$ cat src/rtl/pipe_ctrl_pkg.sv
// Shared types and constants for the pipeline hazard controller.
// Optional STALL_STAT_EN build adds stall statistics counters to pipe_hazard_ctrl.
package pipe_ctrl_pkg;

    typedef enum logic [1:0] {
        IDLE   = 2'd0,
        RUN    = 2'd1,
        FREEZE = 2'd2,
        ERR    = 2'd3
    } state_t;

    localparam logic [4:0] REG_X0 = 5'd0;

    typedef struct packed {
        logic       reg_write;
        logic       mem_read;
        logic       mem_write;
        logic       mem_to_reg;
        logic       alu_src;
        logic       branch;
        logic [1:0] alu_op;
    } idex_ctrl_t;

    localparam idex_ctrl_t CTRL_NOP = '0;

endpackage

$ cat src/rtl/pipe_hazard_ctrl_load_use_detect.sv
// Combinational load-use hazard compare between the ID operands and the load in ID/EX.
module load_use_detect
    import pipe_ctrl_pkg::*;
(
    input  logic [4:0] id_rs1_i,
    input  logic [4:0] id_rs2_i,
    input  logic       id_ex_memread_i,
    input  logic [4:0] id_ex_rd_i,
    output logic       lu_o
);

    logic w_rd_nonzero;
    logic w_rd_match;

    always_comb begin
        w_rd_nonzero = (id_ex_rd_i != REG_X0);
        w_rd_match   = (id_ex_rd_i == id_rs1_i) || (id_ex_rd_i == id_rs2_i);
        lu_o         = id_ex_memread_i && w_rd_nonzero && w_rd_match;
    end

endmodule

$ cat src/rtl/pipe_hazard_ctrl.sv
// Stall/flush sequencer for the 5-stage pipeline with memory-freeze watchdog.
// Define STALL_STAT_EN to add the stat_lu_o / stat_frz_o saturating counters.
module pipe_hazard_ctrl
    import pipe_ctrl_pkg::*;
#(
    parameter int unsigned TIMEOUT = 64,
    parameter int unsigned CNT_W   = 7
) (
    input  logic       clk_i,
    input  logic       rst_i,
    input  logic       start_i,
    input  logic [4:0] id_rs1_i,
    input  logic [4:0] id_rs2_i,
    input  logic       id_ex_memread_i,
    input  logic [4:0] id_ex_rd_i,
    input  logic       branch_taken_i,
    input  logic       mem_busy_i,
    output logic       pc_write_o,
    output logic       if_id_en_o,
    output logic       if_id_flush_o,
    output logic       id_ex_en_o,
    output logic       id_ex_bubble_o,
    output logic       ex_mem_en_o,
    output logic       mem_wb_en_o,
    output logic       err_o
`ifdef STALL_STAT_EN
    ,
    output logic [31:0] stat_lu_o,
    output logic [31:0] stat_frz_o
`endif
);

    localparam logic [CNT_W-1:0] LP_CNT_LAST = CNT_W'(TIMEOUT - 1);

    state_t           r_state;
    state_t           w_state_next;
    logic [CNT_W-1:0] r_cnt;
    logic [CNT_W-1:0] w_cnt_next;
    logic             r_err;
    logic             w_err_set;
    logic             w_lu;
    logic             w_live;
    logic             w_frozen;

    load_use_detect u_lu (
        .id_rs1_i        (id_rs1_i),
        .id_rs2_i        (id_rs2_i),
        .id_ex_memread_i (id_ex_memread_i),
        .id_ex_rd_i      (id_ex_rd_i),
        .lu_o            (w_lu)
    );

    always_ff @(posedge clk_i) begin
        if (rst_i) begin
            r_state <= IDLE;
            r_cnt   <= '0;
            r_err   <= 1'b0;
        end else begin
            r_state <= w_state_next;
            r_cnt   <= w_cnt_next;
            r_err   <= r_err | w_err_set;
        end
    end

    always_comb begin
        w_state_next = r_state;
        w_cnt_next   = r_cnt;
        w_err_set    = 1'b0;
        case (r_state)
            IDLE: begin
                if (start_i) w_state_next = RUN;
            end
            RUN: begin
                if (mem_busy_i) begin
                    w_state_next = FREEZE;
                    w_cnt_next   = CNT_W'(1);
                end
            end
            FREEZE: begin
                if (mem_busy_i) begin
                    if (r_cnt == LP_CNT_LAST) begin
                        w_state_next = ERR;
                        w_err_set    = 1'b1;
                    end else begin
                        w_cnt_next = r_cnt + CNT_W'(1);
                    end
                end else begin
                    w_state_next = RUN;
                    w_cnt_next   = '0;
                end
            end
            ERR: begin
                w_state_next = ERR;
            end
            default: begin
                w_state_next = IDLE;
            end
        endcase
    end

    // A FREEZE release cycle is treated exactly like a non-busy RUN cycle.
    always_comb begin
        w_live         = ((r_state == RUN) || (r_state == FREEZE)) && !mem_busy_i;
        w_frozen       = ((r_state == RUN) || (r_state == FREEZE)) && mem_busy_i;
        pc_write_o     = 1'b0;
        if_id_en_o     = 1'b0;
        if_id_flush_o  = 1'b0;
        id_ex_en_o     = 1'b0;
        id_ex_bubble_o = 1'b0;
        ex_mem_en_o    = 1'b0;
        mem_wb_en_o    = 1'b0;
        if (w_live) begin
            id_ex_en_o  = 1'b1;
            ex_mem_en_o = 1'b1;
            mem_wb_en_o = 1'b1;
            if (w_lu) begin
                id_ex_bubble_o = 1'b1;
            end else begin
                pc_write_o    = 1'b1;
                if_id_en_o    = 1'b1;
                if_id_flush_o = branch_taken_i;
            end
        end
        err_o = r_err;
    end

`ifdef STALL_STAT_EN
    logic [31:0] r_stat_lu;
    logic [31:0] r_stat_frz;

    always_ff @(posedge clk_i) begin
        if (rst_i) begin
            r_stat_lu  <= '0;
            r_stat_frz <= '0;
        end else begin
            if (id_ex_bubble_o && (r_stat_lu != '1))
                r_stat_lu <= r_stat_lu + 32'd1;
            if (w_frozen && (r_stat_frz != '1))
                r_stat_frz <= r_stat_frz + 32'd1;
        end
    end

    assign stat_lu_o  = r_stat_lu;
    assign stat_frz_o = r_stat_frz;
`else
    logic w_unused_frozen;
    assign w_unused_frozen = w_frozen;
`endif

endmodule

$ cat config.mk
export PLATFORM = sky130hd
export DESIGN_NAME = pipe_hazard_ctrl
export DESIGN_NICKNAME = d
export VERILOG_FILES = /design/src/rtl/pipe_ctrl_pkg.sv /design/src/rtl/pipe_hazard_ctrl_load_use_detect.sv /design/src/rtl/pipe_hazard_ctrl.sv
export SDC_FILE = /design/constraint.sdc
export NUM_CORES = 1
export LEC_CHECK = 0
export BUFFER_PORTS_ARGS = -buffer_cell sky130_fd_sc_hd__buf_4
export CORE_ASPECT_RATIO = 1.1
export CORE_MARGIN = 5
export CORE_UTILIZATION = 42
export DETAILED_ROUTE_END_ITERATION = 8
export PLACE_DENSITY = 0.82
export SYNTH_ARGS = -nofsm -noshare
export SYNTH_HDL_FRONTEND = slang
export SYNTH_SLANG_ARGS = --single-unit
$ cat constraint.sdc
create_clock -name clk_i -period 4.55 [get_ports clk_i]
set_input_delay 0.2275 -clock clk_i [delete_from_list [all_inputs] [get_ports clk_i]]
set_output_delay 0.2275 -clock clk_i [all_outputs]
set_load 0.01 [all_outputs]
==> results of run 1 <==
## worst min path at each step
| stage | from | slack (ps) | endpoint |
|---|---|---|---|
| 2_1_floorplan | r_cnt[6] | 460 | r_cnt[6] |
| 3_3_place_gp | err_o | 460 | err_o |
| 3_5_place_dp | err_o | 460 | err_o |
| 4_1_cts | rst_i | 200 | r_cnt[2] |
| 5_1_grt | rst_i | 210 | r_cnt[2] |
| 6_report | rst_i | 210 | r_cnt[2] |
## state kept, by name (all words and copies together), names as in the netlist
signal,flops
r_cnt,7
err_o,1
r_state,2
## kinds of logic (layout without fill, tap and decap cells)
| logic type | count (synthesis) | in the layout | share of synthesized area |
|---|---|---|---|
| and+or+nand+nor | 37 | 37 | 0.2765 |
| adders and majority gates | 5 | 5 | 0.08039 |
| DFF | 10 | 10 | 0.2572 |
| buffers and inverters | 9 | 36 | 0.05786 |
| AOI/OAI and AO/OA | 27 | 27 | 0.2154 |
| xor gates and xnor gates | 10 | 10 | 0.1125 |
## metrics by stage
stage / std cells / utilization
after global placement: 139 / 0.5506
after detailed placement: 139 / 0.5506
after floorplan: 98 / -
after CTS: 143 / 0.5709
final: 143 / 0.5709
after global routing: 143 / 0.5709
## worst register-to-register path, stage by stage, from the launching register on
cell,delay (ps)
dfxtp_1,380
inv_1,100
ha_1,200
or2b_4,220
a21boi_1,290
nor4b_1,340
nor3_1,100
## per-layer routing
metal / vias up / global-route usage
met4: 0 / 0.02242
met5: - / 0
met2: 26 / 0.3391
met3: 2 / 0.05094
li1: 410 / -
met1: 368 / 0.1392
## layout make-up
| type | instances | area, um2 | area share |
|---|---|---|---|
| clock buffer | 4 | 36.28 | 0.03567 |
| inverter | 4 | 15.01 | 0.01476 |
| multi-input combinational | 79 | 533.0 | 0.5240 |
| sequential | 10 | 200.2 | 0.1968 |
| tap | 18 | 22.52 | 0.02214 |
| timing repair buffer | 28 | 210.2 | 0.2066 |
## cell usage in the layout, fill, tap and decap left out, types with 3 or more instances in the layout
master    count
buf_4        28
xnor2_1      10
dfxtp_1      10
a21oi_1       9
nand3_1       8
nand2_1       6
nor3_1        6
ha_1          5
inv_1         4
a31oi_1       3
o21ai_0       3
clkbuf_4      3
## where the power goes
part / total, mW / internal, mW / switching, mW
clock network: 0.0793 / 0.0486 / 0.0307
logic: 0.168 / 0.0784 / 0.0895
registers: 0.109 / 0.0974 / 0.0121
total: 0.357 / 0.224 / 0.132
==> impl_metrics.json, run 1 <==
{
  "fin_crit_sh": 0.4323,
  "syn_nets": 124,
  "dr_wl_met3_um": 120,
  "status": "complete, no violations",
  "avgRoutedWirePerCell_um": 13.31,
  "clkTransAtPathRegs_ps": 70,
  "reg2reg_to": "r_state[1]",
  "synthTopCellsByArea": "dfxtp_1 (26%), xnor2_1 (11%), ha_1 (8.0%)",
  "async_reset_ff_frac": 0,
  "grt_pass1_vias": 786,
  "gp_congestion": 0.8507,
  "path_max_fanout": 6,
  "yosysUniqueCellTypes": 35,
  "core_area_mm2": 0.001782,
  "grt_max_degree": 11,
  "ant_nets": 0,
  "syn_area_um2": 778.2,
  "syn_to_final_growth_pct": 30.71,
  "hold_buffers": 0,
  "drv_cap": 0,
  "clock_skew_ps": 2.784,
  "synth_warnings": 0,
  "p_leak_nw": 0.4161,
  "whs_ps": 208.7,
  "wirelength_met1_um": 707,
  "dieHeight_um": 55.15,
  "grt_setup_unrepaired": "false",
  "cp_top_family": "flip-flops",
  "port_buffers": 28,
  "dr.pass1.iters": 4,
  "dieArea_mm2": 0.002815,
  "grt_pass1_wl_mm": 3.249,
  "cts_tree": "done",
  "worstPathArrival_ps": 1740,
  "ios": 29,
  "slew_headroom": 0.7803,
  "final.setup.tns_ps": 0,
  "cp-endpoint": "pc_write_o",
  "rows": 16,
  "synth_area_per_cell_um2": 7.941,
  "critPathMaxStageDelay_ps": 420,
  "power_density_mw_per_mm2": 350.7,
  "antenna_found_initial": 0,
  "p_total_mw": 0.3567,
  "drc_errors": 0,
  "ir_drop_uv": 194.4,
  "drt_wl_total_mm": 1.904,
  "reg2reg_from": "r_state[1]",
  "synthFlopType": "dfxtp_1",
  "routed.top_layer": "met4",
  "cts_buffers": 3,
  "cp-startpoint": "r_state[0]",
  "fp.dieW_um": 51.04,
  "cp.required_ps": 4320,
  "min_period_ps": 1967,
  "setup_viol": 0,
  "reg2regPathDepth": 6,
  "cp.depth": 5,
  "viasPerCell": 5.636,
  "synth_edf_count": 0,
  "hold_viol_final": 0,
  "cts-root-buf": "clkbuf_4",
  "crit_slowest_cell": "dfxtp_1",
  "setup_slack_ps": 2583,
  "r2r_setup_slack_ps": 2810,
  "synth_largest_area_cell": "dfxtp_1",
  "fillers": 163,
  "cts_sinks": 10,
  "synthTopCellsByCount": "dfxtp_1 (10), xnor2_1 (10), a21oi_1 (9)",
  "dr_wl_met2_mm": 1.066,
  "whs_path_depth": 2,
  "drive_gt1_frac": 0.2720,
  "dp.final_hpwl_mm": 1.554,
  "clk_latency_ps": 260,
  "slew_viol_final": 0,
  "final_nets": 152,
  "place_area_um2": 980.9,
  "ys_ff_latch": 10,
  "path_buf_inv": 2,
  "critPathLaunchType": "register",
  "min_path_type": "in -> reg",
  "synthCells": 98,
  "ys_seq_area_frac": 0.2572,
  "preCtsSetupSlack_ps": 2800,
  "cts_repair_resize_count": 0,
  "worst_pin_slew_ps": 325.0,
  "final_area_mm2": 0.001017,
  "initial_core_util": 0.4368,
  "overflow": 0,
  "grt_util_all_layers": 0.1551,
  "critical_path_class": "reg -> out",
  "vias": 806,
  "fmax_ghz": 0.5084,
  "cp_cell_sequence": "inv_1 -> ha_1 -> and2b_1 -> a21boi_1 -> buf_4",
  "critPathCaptureType": "primary output",
  "htreeDepth": 1,
  "clock_path_buffers": 2,
  "synth_top_cell_area_share": 0.2572,
  "post_cts_buffers": 0,
  "drt_iter0_markers": 15,
  "diodes": 0
}
Note: power is estimated with default switching activity, not from simulation.
==> inputs of run 2 (changes only) <==
- clock period: 4.55 -> 1.9 ns (I/O delays scaled with it)
==> run 2 against run 1 <==
  * First-iteration DRC count up 27%
  * Cell count down 0.70%
  * Die area unchanged
  * Cell area down 1.1%
  * Non-clock buffer count unchanged
  * Critical path depth unchanged
  * Routed wire length down 4.4%
  * Global-route usage down 1.5 points
  * Power up 130%
  * Clock skew about the same
  * Register-to-register slack worse by 2600 ps
  * Largest power group unchanged
  * Highest routed layer unchanged
==> impl_metrics.json, run 2 (synthesis results as in run 1) <==
{
  "drt_iter0_markers": 19,
  "dr.pass1.iters": 4,
  "largest_reg_flops": 7,
  "grt_setup_unrepaired": "false",
  "htreeDepth": 1,
  "ir_drop_uv": 562.4,
  "vias": 796,
  "grt_util_all_layers": 0.1401,
  "drt_wl_total_mm": 1.820,
  "viasPerCell": 5.606,
  "fmax_ghz": 0.5745,
  "critPathCaptureType": "primary output",
  "hold_viol_final": 0,
  "ios": 29,
  "overflow": 0,
  "cp_top_family": "flip-flops",
  "ant_nets": 0,
  "worstPathArrival_ps": 1650,
  "p_seq_frac": 0.322,
  "path_buf_inv": 2,
  "min_path_type": "in -> reg",
  "path_max_fanout": 6,
  "crit_slowest_cell": "dfxtp_1",
  "final_nets": 152,
  "syn_to_final_growth_pct": 29.26,
  "swShare": 0.3850,
  "pwr-share-comb": 0.496,
  "drc_errors": 0,
  "clk_latency_ps": 260,
  "reg2reg_from": "r_state[1]",
  "p_int_mw": 0.4975,
  "critPathLaunchType": "register",
  "p_clk_frac": 0.182,
  "cts_sinks": 10,
  "power_density_mw_per_mm2": 804.1,
  "slew_headroom": 0.7925,
  "min_period_ps": 1741,
  "gp_congestion": 0.9120,
  "core_area_mm2": 0.001782,
  "final_cell_mix": "buf_4 (28), xnor2_1 (10), a21oi_1 (9), dfxtp_1 (9), nand3_1 (8)",
  "regMostFlops": "r_cnt",
  "dieHeight_um": 55.15,
  "mostFrequentLayoutCell": "buf_4",
  "cp_cell_sequence": "inv_1 -> ha_1 -> and2b_2 -> a21boi_1 -> buf_4",
  "wirelength_met1_um": 745,
  "p_sw_mw": 0.3114,
  "cts_tree": "done",
  "grt_pass1_wl_mm": 2.980,
  "antenna_found_initial": 0,
  "slew_viol_final": 0,
  "cp.required_ps": 1800,
  "drive_gt1_frac": 0.2823,
  "avgRoutedWirePerCell_um": 12.82,
  "dieArea_mm2": 0.002815,
  "critPathMaxStageDelay_ps": 370,
  "initial_core_util": 0.4368,
  "p_leak_nw": 0.4087,
  "dp.final_hpwl_mm": 1.466,
  "fin_crit_sh": 0.9162,
  "p_total_mw": 0.8089,
  "clock_skew_ps": 2.508,
  "final_area_mm2": 0.001006,
  "drv_cap": 0,
  "critical_path_class": "reg -> out",
  "cts_buffers": 3,
  "cp-startpoint": "r_state[1]",
  "fp.dieW_um": 51.04,
  "setup_viol": 0,
  "grt_max_degree": 11,
  "place_area_um2": 980.9,
  "worst_pin_slew_ps": 310.3,
  "dr_wl_met3_um": 95,
  "routed.top_layer": "met4",
  "final.setup.tns_ps": 0,
  "hp-start": "rst_i",
  "fin_util": 0.5646,
  "grt_pass1_vias": 703,
  "port_buffers": 28,
  "rows": 16,
  "hold_buffers": 0,
  "cts-root-buf": "clkbuf_4",
  "clkTransAtPathRegs_ps": 70,
  "dr_wl_met2_um": 971,
  "status": "complete, no violations",
  "clock_path_buffers": 2,
  "diodes": 0
}
==> run 2: final timing paths <==
check        depth (start not counted)  slack (ps)         end
max                                  5         160  pc_write_o
max reg2reg                          6         230    r_cnt[2]
min                                  2          70    r_cnt[2]
min reg2reg                          2         490       err_o
==> run 2: worst register-to-register path: stages, from the launching register on <==
cell and delay (ps):
dfxtp_1 370, inv_1 90, ha_1 190, or2b_4 220
nand2_4 80, or4_1 510, a31oi_1 160
==> run 2: what timing repair did <==
action	in CTS	in global routing
endpoints found under the setup margin	0	2
gates resized for setup	0	2
buffers inserted	0	0
==> run 2: area by class of cell <==
class / instances / area (um2)
Multi-Input combinational cell: 79 / 534.3
Timing Repair Buffer: 28 / 210.2
Inverter: 4 / 15.01
Clock buffer: 3 / 22.52
Tap cell: 18 / 22.52
Sequential cell: 10 / 201.4
Fill cell: 153 / 775.7
==> run 2: routing by layer <==
metal  global-route usage  up-vias
li1                     -      413
met1               0.1605      349
met2               0.2597       30
met3              0.02681        4
met4              0.05381        0
met5                    0        -
==> run 2: per-stage QoR <==
step / hold slack (ps) / std cells / setup WS, ps
3_3_place_gp: 349.6 / 139 / 259.2
6_report: 70.83 / 142 / 159.3
2_1_floorplan: 280.9 / 98 / 288.8
3_5_place_dp: 349.8 / 139 / 221.4
4_1_cts: 69.71 / 142 / 76.30
5_1_grt: 80.39 / 142 / 25.28
==> run 2: power groups by stage <==
stage	registers [mW]	logic [mW]	clock network (mW)
floorplan	0.258	0.283	0
global placement	0.261	0.392	0
finish	0.261	0.401	0.147
CTS	0.258	0.402	0.148
global route	0.265	0.444	0.158
detailed placement	0.264	0.400	0
==> inputs of run 3 (changes only) <==
--- a/config.mk
+++ b/config.mk
@@ -6,10 +6,10 @@
 export NUM_CORES = 1
 export LEC_CHECK = 0
-export BUFFER_PORTS_ARGS = -buffer_cell sky130_fd_sc_hd__buf_4
 export CORE_ASPECT_RATIO = 1.1
 export CORE_MARGIN = 5
 export CORE_UTILIZATION = 42
 export DETAILED_ROUTE_END_ITERATION = 8
-export PLACE_DENSITY = 0.82
+export DONT_BUFFER_PORTS = 1
+export PLACE_DENSITY = 0.68
 export SYNTH_ARGS = -nofsm -noshare
 export SYNTH_HDL_FRONTEND = slang
==> constraint.sdc (replaced) <==
create_clock -name clk_i -period 1.9 [get_ports clk_i]
set_input_delay 0.095 -clock clk_i [delete_from_list [all_inputs] [get_ports clk_i]]
set_output_delay 0.095 -clock clk_i [all_outputs]
set_load 0.05 [all_outputs]
==> run 3 against run 2 <==
  * Cell area down 12%
  * Clock skew shrank 2.0 ps
  * Global-route usage fell by 0.64 points
  * Critical path type unchanged
  * Critical endpoint is now ex_mem_en_o
  * Largest cell class unchanged
  * Highest routed layer unchanged
==> impl_metrics.json, run 3 (synthesis results as in run 1) <==
{
  "clock_skew_ps": 0.4926,
  "antenna_found_initial": 0,
  "reg2reg_from": "r_state[1]",
  "hp-start": "mem_busy_i",
  "rows": 16,
  "reg2regPathDepth": 6,
  "cts-root-buf": "clkbuf_4",
  "cts_tree": "done",
  "final_nets": 129,
  "grt_max_degree": 11,
  "largest_reg_flops": 7,
  "p_sw_mw": 0.4132,
  "critical_path_class": "reg -> out",
  "p_clk_frac": 0.155,
  "core_area_mm2": 0.001782,
  "p_seq_frac": 0.288,
  "regMostFlops": "r_cnt",
  "cts_sinks": 10,
  "htreeDepth": 1,
  "min_to": "err_o",
  "status": "complete, no violations",
  "fmax_ghz": 0.5644,
  "wirelength_met1_um": 695,
  "min_period_ps": 1772,
  "dr_wl_met3_um": 121,
  "finalNonFillerCells": 119,
  "cp.required_ps": 1800,
  "reg2reg_to": "r_cnt[2]",
  "avgRoutedWirePerCell_um": 14.29,
  "path_max_fanout": 5,
  "p_leak_nw": 0.3057,
  "initial_core_util": 0.4368,
  "dieHeight_um": 55.15,
  "clkTransAtPathRegs_ps": 60,
  "syn_to_final_growth_pct": 14.15,
  "port_buffers": 0,
  "final.setup.tns_ps": 0,
  "grt_setup_unrepaired": "false",
  "routed.top_layer": "met4",
  "dieArea_mm2": 0.002815,
  "vias": 724,
  "power_density_mw_per_mm2": 1015,
  "fp.dieW_um": 51.04,
  "ios": 29,
  "min_path_type": "in -> reg",
  "hold_viol_final": 0,
  "drt_iter0_markers": 22,
  "drc_errors": 0,
  "slew_headroom": 0.6609,
  "dp.final_hpwl_mm": 1.335,
  "drt_wl_total_mm": 1.701,
  "r2r_setup_slack_ps": 180,
  "post_cts_buffers": 0,
  "critPathMaxStageDelay_ps": 390,
  "whs_path_depth": 4,
  "clock_path_buffers": 2,
  "critPathCaptureType": "primary output",
  "dr_wl_met2_um": 846,
  "grt_util_all_layers": 0.1337,
  "drv_cap": 0,
  "fin_crit_sh": 0.9325,
  "cp_cell_sequence": "inv_1 -> ha_1 -> and2b_4 -> buf_4",
  "fillers": 162,
  "drive_gt1_frac": 0.1188,
  "pwr-share-comb": 0.557,
  "clk_latency_ps": 260,
  "grt_pass1_wl_mm": 2.863,
  "viasPerCell": 6.084,
  "p_int_mw": 0.4882,
  "final_cell_mix": "xnor2_1 (10), dfxtp_1 (10), nand3_1 (8), a21oi_1 (8)",
  "cts_buffers": 3,
  "worstPathArrival_ps": 1680,
  "dr.pass1.iters": 4,
  "gp_congestion": 0.8838,
  "ir_drop_uv": 617.2,
  "crit_slowest_cell": "dfxtp_1",
  "overflow": 0,
  "cp_top_family": "buffers and inverters",
  "ant_nets": 0,
  "critPathLaunchType": "register",
  "setup_viol": 0,
  "path_buf_inv": 2,
  "grt_pass1_vias": 724,
  "slew_viol_final": 0,
  "diodes": 0,
  "dp_cells": 115,
  "swShare": 0.4584,
  "worst_pin_slew_ps": 507.9
}
[run 3: changes by cell type in the layout (fill, tap and decap cells not counted), sizes merged]
cell	previous run	this run
buf	28	4
dlygate4sd3	0	1
[run 3: worst max-delay path by stage]
stage	startpoint	cells past startpoint	end	slack, ps
floorplan	r_state[0]	5	pc_write_o	30
global placement	r_state[1]	6	r_cnt[2]	240
global route	r_state[0]	6	if_id_flush_o	20
finish	r_state[0]	4	ex_mem_en_o	130
detailed placement	r_state[1]	6	r_cnt[2]	200
CTS	r_state[0]	4	id_ex_en_o	120
[run 3: repair_timing]
item                                   in CTS  in global routing
endpoints found under the hold margin      10                  0
resized for setup                           0                  0
hold buffers                                1                  0
[run 3: stage by stage]
step	util	hold slack, ps	power, mW	cell area, um2	setup WS [ps]
CTS	0.4986	144.9	0.9052	888.4	118.2
floorplan	-	346.4	0.6798	795.8	25.01
global route	0.4986	172.8	0.9583	888.4	20.36
detailed placement	0.4803	167.3	0.7605	855.8	200.1
global placement	0.4803	165.2	0.7520	855.8	242.7
finish	0.4986	152.8	0.9014	888.4	128.2
[run 3: power groups by stage]
stage	Sequential, mW	Combinational [mW]	Clock [mW]
finish	0.260	0.502	0.140
CTS	0.259	0.502	0.144
detailed placement	0.264	0.496	0
global placement	0.262	0.490	0
global route	0.264	0.538	0.156
floorplan	0.258	0.421	0
[run 3: metal layers]
layer  global-route usage  up-vias
met5                    0        -
met4              0.06726        0
met3              0.03217        4
met2               0.2575       26
met1               0.1359      329
li1                     -      365
[run 3: layout make-up]
type                       count  area [um2]  area share
timing repair buffer           5       77.57     0.08732
tap                           18       22.52     0.02535
multi-input combinational     79       550.5      0.6197
clock buffer                   3       22.52     0.02535
inverter                       4       15.01     0.01690
sequential                    10       200.2      0.2254
[run 3: worst min-delay path, delay by kind of cell]
| family | cells | cell delay, ps |
|---|---|---|
| simple gates | 4 | 260 |
